## config.mk

```make
export PLATFORM = sky130hd
export DESIGN_NAME = pipelined_carry_adder_flat
export DESIGN_NICKNAME = d
export VERILOG_FILES = /design/src/rtl/pipelined_carry_adder_if.sv /design/src/rtl/pipelined_carry_adder.sv /design/src/flat_wrapper.sv
export SDC_FILE = /design/constraint.sdc
export NUM_CORES = 1
export LEC_CHECK = 0
export ABC_AREA = 1
export BUFFER_PORTS_ARGS = -buffer_cell sky130_fd_sc_hd__buf_2
export CAP_MARGIN = 20
export CORE_MARGIN = 5
export CORE_UTILIZATION = 35
export DETAILED_ROUTE_END_ITERATION = 8
export PLACE_DENSITY = 0.62
export SYNTH_ARGS = -nofsm -noshare
export SYNTH_HDL_FRONTEND = slang
export SYNTH_SLANG_ARGS = --single-unit
```

## constraint.sdc

```tcl
create_clock -name clk -period 5 [get_ports clk]
set_input_delay 0.75 -clock clk [delete_from_list [all_inputs] [get_ports clk]]
set_output_delay 0.75 -clock clk [all_outputs]
set_load 0.02 [all_outputs]
```

## src/rtl/pipelined_carry_adder_if.sv

```systemverilog
// Operand/result handshake bundle for pipelined_carry_adder.
//   master: operand source + result sink (drives in_valid/a/b/cin/sub/out_ready)
//   slave : the adder (drives in_ready/out_valid/s/cout/ovf)
interface pipelined_carry_adder_if #(
    parameter int WIDTH = 32
);
    logic             in_valid;
    logic             in_ready;
    logic [WIDTH-1:0] a;
    logic [WIDTH-1:0] b;
    logic             cin;
    logic             sub;
    logic             out_valid;
    logic             out_ready;
    logic [WIDTH-1:0] s;
    logic             cout;
    logic             ovf;

    modport master (
        output in_valid, a, b, cin, sub, out_ready,
        input  in_ready, out_valid, s, cout, ovf
    );

    modport slave (
        input  in_valid, a, b, cin, sub, out_ready,
        output in_ready, out_valid, s, cout, ovf
    );
endinterface

```

## src/rtl/pipelined_carry_adder.sv

```systemverilog
// Pipelined add/subtract unit. The WIDTH-bit add is cut into STAGES ripple
// segments of SEG = ceil(WIDTH/STAGES) bits; each stage adds one segment with
// the carry registered by the stage before it. Operand bits not yet consumed
// ride along above the segment, finished sum bits ride along below it.
// Ports:
//   clk    rising-edge clock
//   rst_n  asynchronous active-low reset, clears every pipeline register
//   bus    slave side of pipelined_carry_adder_if:
//          in_valid/in_ready operand handshake, a, b, cin, sub (1: a+~b+~cin),
//          out_valid/out_ready result handshake, s, cout, ovf (signed overflow)
// The whole pipe advances together when the output slot is free or being
// drained (adv); otherwise everything holds. Bubbles shift like data.
module pipelined_carry_adder #(
    parameter int WIDTH  = 32,
    parameter int STAGES = 4
) (
    input  logic                   clk,
    input  logic                   rst_n,
    pipelined_carry_adder_if.slave bus
);
    localparam int SEG = (WIDTH + STAGES - 1) / STAGES;

    if (STAGES < 1 || STAGES > WIDTH || WIDTH < 2) begin : g_bad_params
        $error("pipelined_carry_adder: need WIDTH>=2 and 1<=STAGES<=WIDTH");
    end

    logic              adv;
    logic [STAGES:0]   vld_pipe;

    assign adv         = !vld_pipe[STAGES] || bus.out_ready;
    assign bus.in_ready = adv;
    assign vld_pipe[0] = bus.in_valid & adv;

    always_ff @(posedge clk or negedge rst_n) begin
        if (!rst_n)   vld_pipe[STAGES:1] <= '0;
        else if (adv) vld_pipe[STAGES:1] <= vld_pipe[STAGES-1:0];
    end

    for (genvar k = 0; k < STAGES; k++) begin : stg
        // Segment bounds; with some WIDTH/STAGES mixes the tail segments are
        // empty (LO == WIDTH) and those stages only delay the finished result.
        localparam int LO = (k * SEG < WIDTH) ? k * SEG : WIDTH;
        localparam int HI = (((k + 1) * SEG < WIDTH) ? (k + 1) * SEG : WIDTH) - 1;

        logic [HI:0] s_d, s_r;   // finished sum bits [HI:0]
        logic        c_d, c_r;   // carry out of bit HI
        logic        o_d, o_r;   // signed overflow, valid once bit WIDTH-1 is done

        if (LO < WIDTH) begin : cmp
            localparam int SW = HI - LO + 1;

            logic [WIDTH-1:LO] a_i, b_i;
            logic              c_i, o_i;
            logic [SW:0]       sum;

            if (k == 0) begin : src
                // Subtract folds into the front end: invert b and the carry-in.
                assign a_i = bus.a;
                assign b_i = bus.b ^ {WIDTH{bus.sub}};
                assign c_i = bus.cin ^ bus.sub;
                assign o_i = 1'b0;
                assign s_d = sum[SW-1:0];
            end else begin : src
                assign a_i = stg[k-1].cmp.up.a_r;
                assign b_i = stg[k-1].cmp.up.b_r;
                assign c_i = stg[k-1].c_r;
                assign o_i = stg[k-1].o_r;
                assign s_d = {sum[SW-1:0], stg[k-1].s_r};
            end

            assign sum = {1'b0, a_i[HI:LO]} + {1'b0, b_i[HI:LO]} + {{SW{1'b0}}, c_i};
            assign c_d = sum[SW];
            // Carry into the MSB is recovered from the MSB sum bit itself:
            // s = a ^ b ^ c_in  =>  c_in = s ^ a ^ b.
            assign o_d = (HI == WIDTH - 1)
                       ? (sum[SW] ^ (sum[SW-1] ^ a_i[HI] ^ b_i[HI]))
                       : o_i;

            if (HI < WIDTH - 1) begin : up
                logic [WIDTH-1:HI+1] a_r, b_r;
                always_ff @(posedge clk or negedge rst_n) begin
                    if (!rst_n) begin
                        a_r <= '0;
                        b_r <= '0;
                    end else if (adv) begin
                        a_r <= a_i[WIDTH-1:HI+1];
                        b_r <= b_i[WIDTH-1:HI+1];
                    end
                end
            end
        end else begin : pass
            assign s_d = stg[k-1].s_r;
            assign c_d = stg[k-1].c_r;
            assign o_d = stg[k-1].o_r;
        end

        always_ff @(posedge clk or negedge rst_n) begin
            if (!rst_n) begin
                s_r <= '0;
                c_r <= 1'b0;
                o_r <= 1'b0;
            end else if (adv) begin
                s_r <= s_d;
                c_r <= c_d;
                o_r <= o_d;
            end
        end
    end

    assign bus.out_valid = vld_pipe[STAGES];
    assign bus.s         = stg[STAGES-1].s_r;
    assign bus.cout      = stg[STAGES-1].c_r;
    assign bus.ovf       = stg[STAGES-1].o_r;
endmodule

```

## src/flat_wrapper.sv

```systemverilog
// flat-port wrapper written by rule: the top's interface ports become plain ports
module pipelined_carry_adder_flat 
#(
    parameter int WIDTH  = 32,
    parameter int STAGES = 4
)
  (clk, rst_n, bus_in_valid, bus_a, bus_b, bus_cin, bus_sub, bus_out_ready, bus_in_ready, bus_out_valid, bus_s, bus_cout, bus_ovf);
  pipelined_carry_adder_if #(.WIDTH(WIDTH)) bus_i ();
  input  logic clk;
  input  logic rst_n;
  input wire logic [$bits(bus_i.in_valid)-1:0] bus_in_valid;
  input wire logic [$bits(bus_i.a)-1:0] bus_a;
  input wire logic [$bits(bus_i.b)-1:0] bus_b;
  input wire logic [$bits(bus_i.cin)-1:0] bus_cin;
  input wire logic [$bits(bus_i.sub)-1:0] bus_sub;
  input wire logic [$bits(bus_i.out_ready)-1:0] bus_out_ready;
  output wire logic [$bits(bus_i.in_ready)-1:0] bus_in_ready;
  output wire logic [$bits(bus_i.out_valid)-1:0] bus_out_valid;
  output wire logic [$bits(bus_i.s)-1:0] bus_s;
  output wire logic [$bits(bus_i.cout)-1:0] bus_cout;
  output wire logic [$bits(bus_i.ovf)-1:0] bus_ovf;
  assign bus_i.in_valid = bus_in_valid;
  assign bus_i.a = bus_a;
  assign bus_i.b = bus_b;
  assign bus_i.cin = bus_cin;
  assign bus_i.sub = bus_sub;
  assign bus_i.out_ready = bus_out_ready;
  assign bus_in_ready = bus_i.in_ready;
  assign bus_out_valid = bus_i.out_valid;
  assign bus_s = bus_i.s;
  assign bus_cout = bus_i.cout;
  assign bus_ovf = bus_i.ovf;
  pipelined_carry_adder #(.WIDTH(WIDTH), .STAGES(STAGES)) u_core (.clk(clk), .rst_n(rst_n), .bus(bus_i));
endmodule
```

==> results of run 1 <==
[cell families (layout without fill, tap and decap cells)]
logic type | count (synthesis) | count (layout) | synth area share [%]
fa+ha+maj | 36 | 36 | 6.02
compound gates | 163 | 163 | 9.80
xor+xnor | 41 | 41 | 4.24
buf+inv | 122 | 222 | 5.86
flops | 185 | 185 | 54.6
simple gates | 411 | 411 | 19.4
[worst paths after layout]
kind,startpoint,endpoint,depth (start not counted)
worst max register to register,u_core.bus.out_valid,u_core.bus.s[26],6
max in group asynchronous,rst_n,u_core.stg[1].cmp.up.b_r[29],2
min in group clk,u_core.stg[0].cmp.up.b_r[23],u_core.stg[1].cmp.up.b_r[23],2
worst min-delay path,rst_n,u_core.bus.s[2],1
worst min register to register,u_core.stg[0].cmp.up.b_r[23],u_core.stg[1].cmp.up.b_r[23],2
worst max-delay path,u_core.bus.out_valid,bus_in_ready,4
[routing by layer]
layer	GRT usage, %	vias up
met5	0	-
met4	3.60	0
met3	2.90	15
met2	20.3	96
met1	18.7	2903
li1	-	3209
[cell type report]
cell class,count,share of cell area [%]
flip-flops and latches,185,46.9
clock buffers,19,4.49
repair buffers,111,5.87
clock inverters,13,1.62
multi-input cells,651,33.9
well taps,324,4.11
inverters,79,3.03
[power by group through the flow]
stage / clock, mW / combinational (mW) / sequential (mW)
3_3_place_gp: 0 / 2.31 / 2.51
6_report: 1.39 / 2.34 / 2.49
5_1_grt: 1.50 / 2.74 / 2.57
2_1_floorplan: 0 / 1.64 / 2.61
3_5_place_dp: 0 / 2.37 / 2.52
4_1_cts: 1.43 / 2.38 / 2.50
[critical path, stage by stage, from the launching register on]
cell and delay [ns]:
dfrtp_1 0.38, inv_1 0.08, nor2_4 0.48, inv_4 0.42, buf_2 0.29
[registers in the layout (all words and copies together) (netlist names)]
name,flops
u_core.bus.s,32
u_core.stg.s_r,48
u_core.bus.ovf,1
u_core.bus.cout,1
u_core.stg.cmp.up.a_r,48
u_core.stg.cmp.up.b_r,48
u_core.vld_pipe,3
u_core.bus.out_valid,1
u_core.stg.c_r,3
[Yosys cell counts (4+ instances only)]
cell,instances,area [µm²]
xnor2_1,29,254
fa_1,8,160
nor2_1,13,48.8
dfrtp_1,185,4630
nand2_1,355,1330
buf_2,28,140
ha_1,28,350
nand3_1,20,100
inv_1,78,293
a21oi_1,24,120
xor2_1,12,105
clkbuf_1,14,52.6
or2_2,4,25.0
o21ai_0,128,641
[through the flow]
stage               instances  hold slack [ns]  worst slack, ns
floorplan                 958            0.440             2.28
CTS                      1382            0.407             2.10
finish                   1382            0.378             2.15
global route             1382            0.419             1.96
detailed placement       1350            0.453             1.89
global placement         1350            0.447             1.97
==> results.md, run 1 <==
* Comb pwr share at between 30% and 40%
* GP Congestion at between 0.7 and 0.8
* Synthesized cell area at around 8500 µm²
* Residual DRC at 0
* Post-CTS Hold Buffers at 0
* GR Util All Layers at 13.1%
* Data arrival time of the worst path at ~2.1 ns
* Post-synth EDFFs at 0
* Clk pwr share at 22.4%
* Max Slew Vio Count at 0
* Post-CTS Resized at 0
* Final hold violations at 0
* Final Skew at 0.00731 ns
* Area grow syn2layout at 16.4%
* Port bufs at around 110
* Total power at just over 6 mW
* Final Instance Area at 9860 µm²
* Yosys warns at 0
* Most common cell after layout, fill and taps aside: nand2_1
* Pre-antenna DRT Iters at 4
* Switching Power at between 2 and 2.5 mW
* Worst setup EP type: primary output
* Chip Width at 166 µm
* Layout cells sized above 1 at around 15%
* Antenna fix cells at 0
* Final Setup Violations at 0
* Req. time, crit path at 4.25 ns
* Routed via count at roughly 6200
* Core area at roughly 24000 µm²
* Top routing layer in use: met4
* Max Cap Violations at 0
* Fin Setup TNS at 0 ns
* CTS Buf Count at 17
* # rows at 57
* Total grt overflow at 0
* Die height at around 170 µm
* Worst vdd ir at around 0.26 mV
* CTS clk-pin slew, worst paths at 0.07 ns
* Worst Path Max Fanout at 76
* Reg area at roughly 4600 µm²
* Synthesized net count at roughly 1100
* CTS Buffer Depth at 2
* Initial DRC Count at 395
* Vias/cell at between 4 and 5
* Final ANT Viol Nets at 0
* Lkg Pwr at between 4 and 5 nW
* Met3 wire len at about 740 µm
* Initial antenna violation count at 0
* Switch share at between 30 and 40%
* Register bit count reported by yosys at approximately 190
* WL final at 17.2 mm
* Internal at between 3 and 4 mW
* Vias in the first global route at 6062
* CTS sink cnt at 185
* Register area share after synthesis at 54.6%
* Pin count of the biggest net entering global routing at approximately 110
* Commonest cells after routing, fill and taps aside: 355 x nand2_1, 185 x dfrtp_1, 128 x o21ai_0
* Highest Clock Rate at approximately 0.35 GHz
* Synth Flop Type: dfrtp_1
* RSZ-0062 raised after global routing: false
* Placed Area at roughly 9000 µm²
* Starting density of the core at 35.2%
* Final worst path period need at 2.85 ns
* Area of the multi-input gates at between 3000 and 4000 µm²
* CTS tree: yes
* Clk Latency, worst-skew pair at 0.42 ns
* Worst rel slew slack at between 30 and 40%
* Die area at 27400 µm²
* Clock H-tree levels at 4
* Syn avg cell area at around 9 µm²
* Worst-Margin Slew at between 0.9 and 1 ns
* Syn Inst Count at around 960
* Sequential share of power at between 40% and 50%
* WL met2 at between 7 and 8 mm
* Hpwl dp at ~12 mm
* CP Class: reg -> out
* Pwr dens at ~630 nW/µm²
* Fin crit share at between 50 and 60%
* CTS root buf: clkbuf_16
* Layout Nets at around 1200
* Fraction of registers with async set/reset at 100%
* Util after Layout at between 40% and 50%
* Worst hold path type: in -> async
* Layout fillers at 2474
* Post-CTS setup buffers at 0
* I/O pins at 106
* First-pass GRT wire length at 28.9 mm
* M1 WL at roughly 8.5 mm
* DR WL/cell at roughly 12 µm
* Crit path launch type: flip-flop
* Status: finished, final reports clean
* Reg2reg setup slack at 2.67 ns
* Library cells used by synthesis at 30
Power figures use the tool's default switching activity.
==> run 2: changes to the inputs <==
==> constraint.sdc (replaced) <==
create_clock -name clk -period 2.7 [get_ports clk]
set_input_delay 0.405 -clock clk [delete_from_list [all_inputs] [get_ports clk]]
set_output_delay 0.405 -clock clk [all_outputs]
set_load 0.02 [all_outputs]
==> run 2 against run 1 <==
Sequential power is 86% higher. Non-clock buffer count up 4. Worst setup slack got worse by 1.5 ns. Largest power group unchanged. Clock-buffer cell count rose by 3. Total power grew 84%. Wire length grew 2.1%. Critical endpoint is now u_core.stg[0].s_r[6]. Critical path type is now in -> reg. Register-to-register slack worse by 1.9 ns. Final cell count rose by 0.29%. First-iteration DRC count fell by 12%. Largest cell class unchanged.
==> results.md, run 2 (same netlist as run 1, synthesis figures left out) <==
* Status: finished, final reports clean (unchanged)
* Crit Reg-Reg Startpoint: u_core.stg[2].cmp.up.b_r[24] (was u_core.bus.out_valid)
* Core area at 24100 µm² (unchanged)
* Clk Latency, worst-skew pair at 0.43 ns (was 0.42 ns)
* Pin count of the biggest net entering global routing at 127 (was 105)
* Post-CTS Resized at 0 (unchanged)
* Pre-antenna DRT Iters at 4 (unchanged)
* Antenna fix cells at 0 (unchanged)
* Req. time, crit path at 3.01 ns (was 4.25 ns)
* Sequential share of power at 40.5% (was 40.1%)
* Starting density of the core at 35.2% (unchanged)
* CTS clk-pin slew, worst paths at 0.07 ns (about the same)
* Worst rel slew slack at 62.9% (was 37.8%)
* Layout cells sized above 1 at 14.8% (was 14.7%)
* Vias in the first global route at 5832 (was 6062)
* Worst hold path type: in -> reg (was in -> async)
* Initial antenna violation count at 1 (was 0)
* Die height at 166 µm (unchanged)
* RSZ-0062 raised after global routing: false (unchanged)
* Max Cap Violations at 0 (unchanged)
* Comb pwr share at 38.6% (was 37.6%)
* Worst-Margin Slew at 0.556 ns (was 0.933 ns)
* Routed via count at 6131 (was 6223)
* Hpwl dp at 11.7 mm (was 11.5 mm)
* Clk pwr share at 21.0% (was 22.4%)
* Worst setup EP type: flip-flop (was primary output)
* Lkg Pwr at 5.01 nW (was 4.98 nW)
* Internal at 6.97 mW (was 3.79 mW)
* Switch share at 39.1% (about the same)
* CP cell instances: buf_2, xor2_1, fa_1, inv_1, fa_1, o21ai_0, nand2_1, nand2_1, nand2_1, nand2_1, nand2_1, nand3_1, nand2_1 (was inv_1, nor2_4, inv_4, buf_2)
* First-pass GRT wire length at 29.0 mm (was 28.9 mm)
* Highest Clock Rate at 0.494 GHz
* Post-CTS setup buffers at 0 (unchanged)
* Switching Power at 4.48 mW (was 2.43 mW)
* Setup crit start: bus_sub (was u_core.bus.out_valid)
* Post-CTS Hold Buffers at 1 (was 0)
* Final ANT Viol Nets at 0 (unchanged)
* Most common cell after layout, fill and taps aside: nand2_1 (unchanged)
* # rows at 57 (unchanged)
* Data arrival time of the worst path at 2.34 ns (was 2.10 ns)
* Final worst path period need at ~2 ns
* GR Util All Layers at 13.3% (was 13.1%)
* Worst vdd ir at 0.411 mV (was 0.261 mV)
* Area grow syn2layout at 17.2% (was 16.4%)
* CTS tree: yes (unchanged)
* Fin Setup TNS at 0 ns (unchanged)
* Worst setup margin at 0.676 ns (was 2.15 ns)
* Total grt overflow at 0 (unchanged)
* Port bufs at 105 (unchanged)
* Final Skew at 0.0130 ns (was 0.00731 ns)
* CTS root buf: clkbuf_16 (unchanged)
* Die area at 27400 µm² (unchanged)
* Clock H-tree levels at 4 (unchanged)
* Commonest cells after routing, fill and taps aside: 355 x nand2_1, 185 x dfrtp_1, 128 x o21ai_0 (unchanged)
* Hold path start: bus_a[13]
* Residual DRC at 0 (unchanged)
* Worst Path Max Fanout at 7 (was 76)
* Vias/cell at 4.42 (was 4.50)
* Layout Nets at 1155 (was 1151)
* Crit path max-delay cell type: fa_1 (was nor2_4)
* DR WL/cell at 12.6 µm (was 12.4 µm)
* Max Slew Vio Count at 0 (unchanged)
* Final Setup Violations at 0 (unchanged)
* I/O pins at 106 (unchanged)
* Layout Cells excl Fill at 1386 (was 1382)
* Fin crit share at roughly three quarters
* Placed Instances at 1353 (was 1350)
* CTS Buffer Depth at 2 (unchanged)
* Top Registers: u_core.stg.cmp.up.a_r x48, u_core.stg.cmp.up.b_r x48, u_core.stg.s_r x48 (unchanged)
* WL final at 17.5 mm (was 17.2 mm)
* Total power at 11.5 mW (was 6.22 mW)
* Initial DRC Count at 347 (was 395)
* Chip Width at 166 µm (unchanged)
* CTS sink cnt at 185 (unchanged)
* Largest stage delay, worst path at 0.40 ns (was 0.48 ns)
* CTS Buf Count at 17 (unchanged)
* CP dominant cell by count: nand2_1
* CP Class: in -> reg (was reg -> out)
* GP Congestion at 0.790 (about the same)
* Final hold violations at 0 (unchanged)
* Pre-CTS setup slack at 0.190 ns (was 1.89 ns)
* Pwr dens at 1150 nW/µm² (was 630 nW/µm²)
* Crit path launch type: input pin (was flip-flop)
==> run 2: cell count changes in the layout (fill, tap and decap cells not counted), sizes merged <==
cell         before  now
clkinvlp          3    2
dlygate4sd3       0    1
clkbuf           20   23
inv              85   80
buf             110  113
clkinv            2    6
bufinv            2    1
==> run 2: stage by stage <==
stage          util [%]  hold WS, ns  area (µm²)
5_1_grt            41.2        0.156        9930
3_3_place_gp       38.8        0.447        9360
4_1_cts            41.2        0.153        9930
3_5_place_dp       38.8        0.451        9360
6_report           41.2        0.172        9930
2_1_floorplan         -        0.109        8470
==> run 2: final cells by class <==
cell class	instances	area (µm²)
well taps	324	405
flip-flops and latches	185	4630
multi-input cells	651	3350
clock inverters	10	95.1
inverters	79	299
repair buffers	115	687
fillers	2509	14200
clock buffers	22	464
==> run 2: path summary, 6_finish.rpt <==
kind	slack [ns]	end	depth (start not counted)
hold reg to reg	0.47	u_core.stg[1].cmp.up.b_r[26]	2
hold / removal	0.17	u_core.stg[0].cmp.up.a_r[13]	3
min in group asynchronous	0.53	u_core.stg[0].cmp.up.a_r[30]	2
setup / recovery	0.68	u_core.stg[0].s_r[6]	13
setup reg to reg	0.73	u_core.bus.ovf	12
max in group asynchronous	1.43	u_core.stg[2].s_r[20]	3
==> run 2: routing by layer <==
| layer | GRT usage (%) | share of wire, % | vias to the layer above |
|---|---|---|---|
| li1 | - | - | 3208 |
| met1 | 19.3 | 51 | 2817 |
| met2 | 20.1 | 44 | 86 |
| met3 | 2.66 | 3.2 | 20 |
| met4 | 3.75 | 1.3 | 0 |
| met5 | 0 | 0 | - |
==> run 2: worst max-delay path: cells and delay by family <==
family,cells,cell delay (ns)
fa+ha+maj,2,0.66
simple gates,7,0.46
buf+inv,2,0.30
compound gates,1,0.29
xor+xnor,1,0.22
==> run 2: power by group through the flow <==
stage	registers, mW	logic [mW]	clock network, mW
final	4.63	4.42	2.40
after global routing	4.77	5.14	2.58
after CTS	4.64	4.51	2.47
after detailed placement	4.68	4.47	0
after global placement	4.64	4.39	0
after floorplan	4.84	3.04	0
==> run 3: changes to the inputs <==
==> constraint.sdc (replaced) <==
create_clock -name clk -period 2 [get_ports clk]
set_input_delay 0.3 -clock clk [delete_from_list [all_inputs] [get_ports clk]]
set_output_delay 0.3 -clock clk [all_outputs]
set_load 0.02 [all_outputs]
==> run 3 against run 2 <==
Final cell count rose by 1.0%. Design area rose by 2.4%. Combinational power rose by 41%. Core utilization rose by 0.97 points. Wire length rose by 1.4%. Hold slack got worse by 0.10 ns. Clock skew fell by 0.0017 ns. Register-to-register slack got worse by 0.62 ns. Non-clock buffer count rose by 14. Clock power rose by 50%. Critical path depth fell by 1.
==> results.md, run 3 (same netlist as run 1, synthesis figures left out) <==
* Fin Setup TNS at 0 ns (unchanged)
* Final worst path period need at ~1.9 ns
* Top Registers: u_core.stg.cmp.up.a_r x48, u_core.stg.cmp.up.b_r x48, u_core.stg.s_r x48 (unchanged)
* Reg2reg setup slack at 0.11 ns (was 0.73 ns)
* CTS Buf Count at 17 (unchanged)
* Status: finished, final reports clean (unchanged)
* GR Util All Layers at 13.8% (was 13.3%)
* Chip Width at 166 µm (unchanged)
* Core area at 24100 µm² (unchanged)
* Fin crit share at between 90 and 100%
* Starting density of the core at 35.2% (unchanged)
* Top routing layer in use: met4 (unchanged)
* Commonest cells after routing, fill and taps aside: 354 x nand2_1, 185 x dfrtp_1, 126 x o21ai_0 (was 355 x nand2_1, 185 x dfrtp_1, 128 x o21ai_0)
* Data arrival time of the worst path at 2.19 ns (was 2.34 ns)
* Worst setup EP type: flip-flop (unchanged)
* DR WL/cell at 12.7 µm (was 12.6 µm)
* CP dominant cell by count: nand2_1 (unchanged)
* WL met2 at 8.03 mm (was 7.77 mm)
* Pin count of the biggest net entering global routing at 64 (was 127)
* Lkg Pwr at 5.12 nW (was 5.01 nW)
* Worst-Margin Slew at 0.495 ns (was 0.556 ns)
* Initial DRC Count at 363 (was 347)
* Total grt overflow at 0 (unchanged)
* Die area at 27400 µm² (unchanged)
* Highest Clock Rate at 0.530 GHz
* Largest stage delay, worst path at 0.44 ns (was 0.40 ns)
* Util after Layout at 42.2% (was 41.2%)
* Max Cap Violations at 0 (unchanged)
* Pre-antenna DRT Iters at 7 (was 4)
* Clk Latency, worst-skew pair at 0.42 ns (was 0.43 ns)
* Port bufs at 105 (unchanged)
* Worst Path Max Fanout at 3 (was 7)
* R2R depth at 12 (unchanged)
* CTS Buffer Depth at 2 (unchanged)
* Residual DRC at 0 (unchanged)
* Crit path max-delay cell type: fa_1 (unchanged)
* Most common cell after layout, fill and taps aside: nand2_1 (unchanged)
* Final Setup Violations at 0 (unchanged)
* WL final at 17.8 mm (was 17.5 mm)
* Worst vdd ir at 0.559 mV (was 0.411 mV)
* Final Skew at 0.0113 ns (was 0.0130 ns)
* Crit path launch type: flip-flop (was input pin)
* Met3 wire len at 711 µm (was 553 µm)
* Pwr dens at 1580 nW/µm² (was 1150 nW/µm²)
* First-pass GRT wire length at 30.4 mm (was 29.0 mm)
* CTS tree: yes (unchanged)
* Worst setup endpoint: u_core.stg[2].s_r[22] (was u_core.stg[0].s_r[6])
* Setup crit start: u_core.stg[1].cmp.up.b_r[16] (was bus_sub)
* CTS sink cnt at 185 (unchanged)
* CP Class: reg -> reg (was in -> reg)
* Layout Nets at 1169 (was 1155)
* Initial antenna violation count at 0 (was 1)
* Final hold violations at 0 (unchanged)
* Vias in the first global route at 6278 (was 5832)
* CTS root buf: clkbuf_16 (unchanged)
* Worst rel slew slack at 67.0% (was 62.9%)
* # rows at 57 (unchanged)
* Req. time, crit path at 2.30 ns (was 3.01 ns)
* Layout cells sized above 1 at 17.1% (was 14.8%)
* Antenna fix cells at 0 (unchanged)
* RR Endpoint: u_core.stg[2].s_r[22] (was u_core.bus.ovf)
* GP Congestion at 0.811 (was 0.790)
* CTS clk-pin slew, worst paths at 0.07 ns (about the same)
* CP cell instances: fa_1, inv_1, fa_1, inv_1, nand3_1, nand2_1, nand2_1, nand2_1, a21oi_2, nand2_1, nand2_1, o21ai_0 (was buf_2, xor2_1, fa_1, inv_1, fa_1, o21ai_0, nand2_1, nand2_1, nand2_1, nand2_1, nand2_1, nand3_1, nand2_1)
* Area grow syn2layout at 19.9% (was 17.2%)
* Hpwl dp at 12.1 mm (was 11.7 mm)
* Worst hold path type: in -> reg (unchanged)
* Routed via count at 6221 (was 6131)
* Max Slew Vio Count at 0 (unchanged)
* I/O pins at 106 (unchanged)
* M1 WL at 8.81 mm (was 8.96 mm)
* Clock H-tree levels at 4 (unchanged)
* Die height at 166 µm (unchanged)
* Final ANT Viol Nets at 0 (unchanged)
* Vias/cell at 4.44 (was 4.42)
* Crit Reg-Reg Startpoint: u_core.stg[1].cmp.up.b_r[16] (was u_core.stg[2].cmp.up.b_r[24])
-- run 3: cell count changes in the layout (fill, tap and decap cells not counted), sizes merged --
cell / previous run / this run
buf: 113 / 127
bufinv: 1 / 4
clkinv: 6 / 0
inv: 80 / 84
clkbuf: 23 / 21
clkinvlp: 2 / 3
-- run 3: worst min-delay path by stage --
stage,depth (start not counted),to,slack [ns],from
after floorplan,0,u_core.bus.cout,0.004,rst_n
after global placement,1,u_core.bus.s[6],0.26,rst_n
after detailed placement,1,u_core.stg[2].s_r[6],0.25,rst_n
after CTS,3,u_core.stg[0].cmp.up.a_r[11],0.05,bus_a[11]
after global routing,3,u_core.stg[0].cmp.up.a_r[21],0.07,bus_a[21]
final,3,u_core.stg[0].cmp.up.a_r[11],0.07,bus_a[11]
-- run 3: cell type report --
| class | instances | area (µm²) |
|---|---|---|
| Clock buffer | 20 | 437 |
| Clock inverter | 12 | 186 |
| Fill cell | 2455 | 13900 |
| Inverter | 79 | 299 |
| Multi-Input combinational cell | 651 | 3390 |
| Sequential cell | 185 | 4630 |
| Tap cell | 324 | 405 |
| Timing Repair Buffer | 129 | 817 |
-- run 3: timing repair --
| action | CTS | global route |
|---|---|---|
| buffers inserted | 0 | 4 |
| setup endpoints to repair | 0 | 6 |
| hold buffers | 1 | 0 |
| resized for setup | 0 | 10 |
| hold endpoints to repair | 36 | 0 |
-- run 3: layer usage --
layer,vias to the layer above,global-route usage (%)
met4,0,3.82
met3,14,2.73
met5,-,0
met1,2867,18.7
met2,104,22.6
li1,3236,-
-- run 3: worst max-delay path, delay by kind of cell (launching register included) --
kind / cells / cell delay [ns]
AO/OA/AOI/OAI: 2 / 0.19
AND/OR/NAND/NOR: 6 / 0.42
flip-flops: 1 / 0.40
buffers and inverters: 2 / 0.13
adder cells (fa/ha/maj): 2 / 0.63
-- run 3: per-stage QoR --
stage | power [mW] | area (µm²) | setup slack (ns) | instances | hold slack, ns
4_1_cts | 16.2 | 10100 | 0.0510 | 1396 | 0.0460
2_1_floorplan | 10.6 | 8500 | 0.0223 | 958 | 0.00441
6_report | 16.1 | 10200 | 0.113 | 1400 | 0.0723
3_3_place_gp | 12.3 | 9470 | -0.0446 | 1363 | 0.256
5_1_grt | 17.6 | 10200 | -0.0475 | 1400 | 0.0693
3_5_place_dp | 12.5 | 9470 | -0.0453 | 1363 | 0.253
-- run 3: where the power goes --
group | leakage [nW] | total (mW) | internal (mW) | switching (mW)
Sequential | 2.24 | 6.26 | 5.40 | 0.853
Combinational | 2.58 | 6.23 | 2.41 | 3.82
Clock | 0.293 | 3.60 | 2.12 | 1.48
Total | 5.12 | 16.1 | 9.93 | 6.16
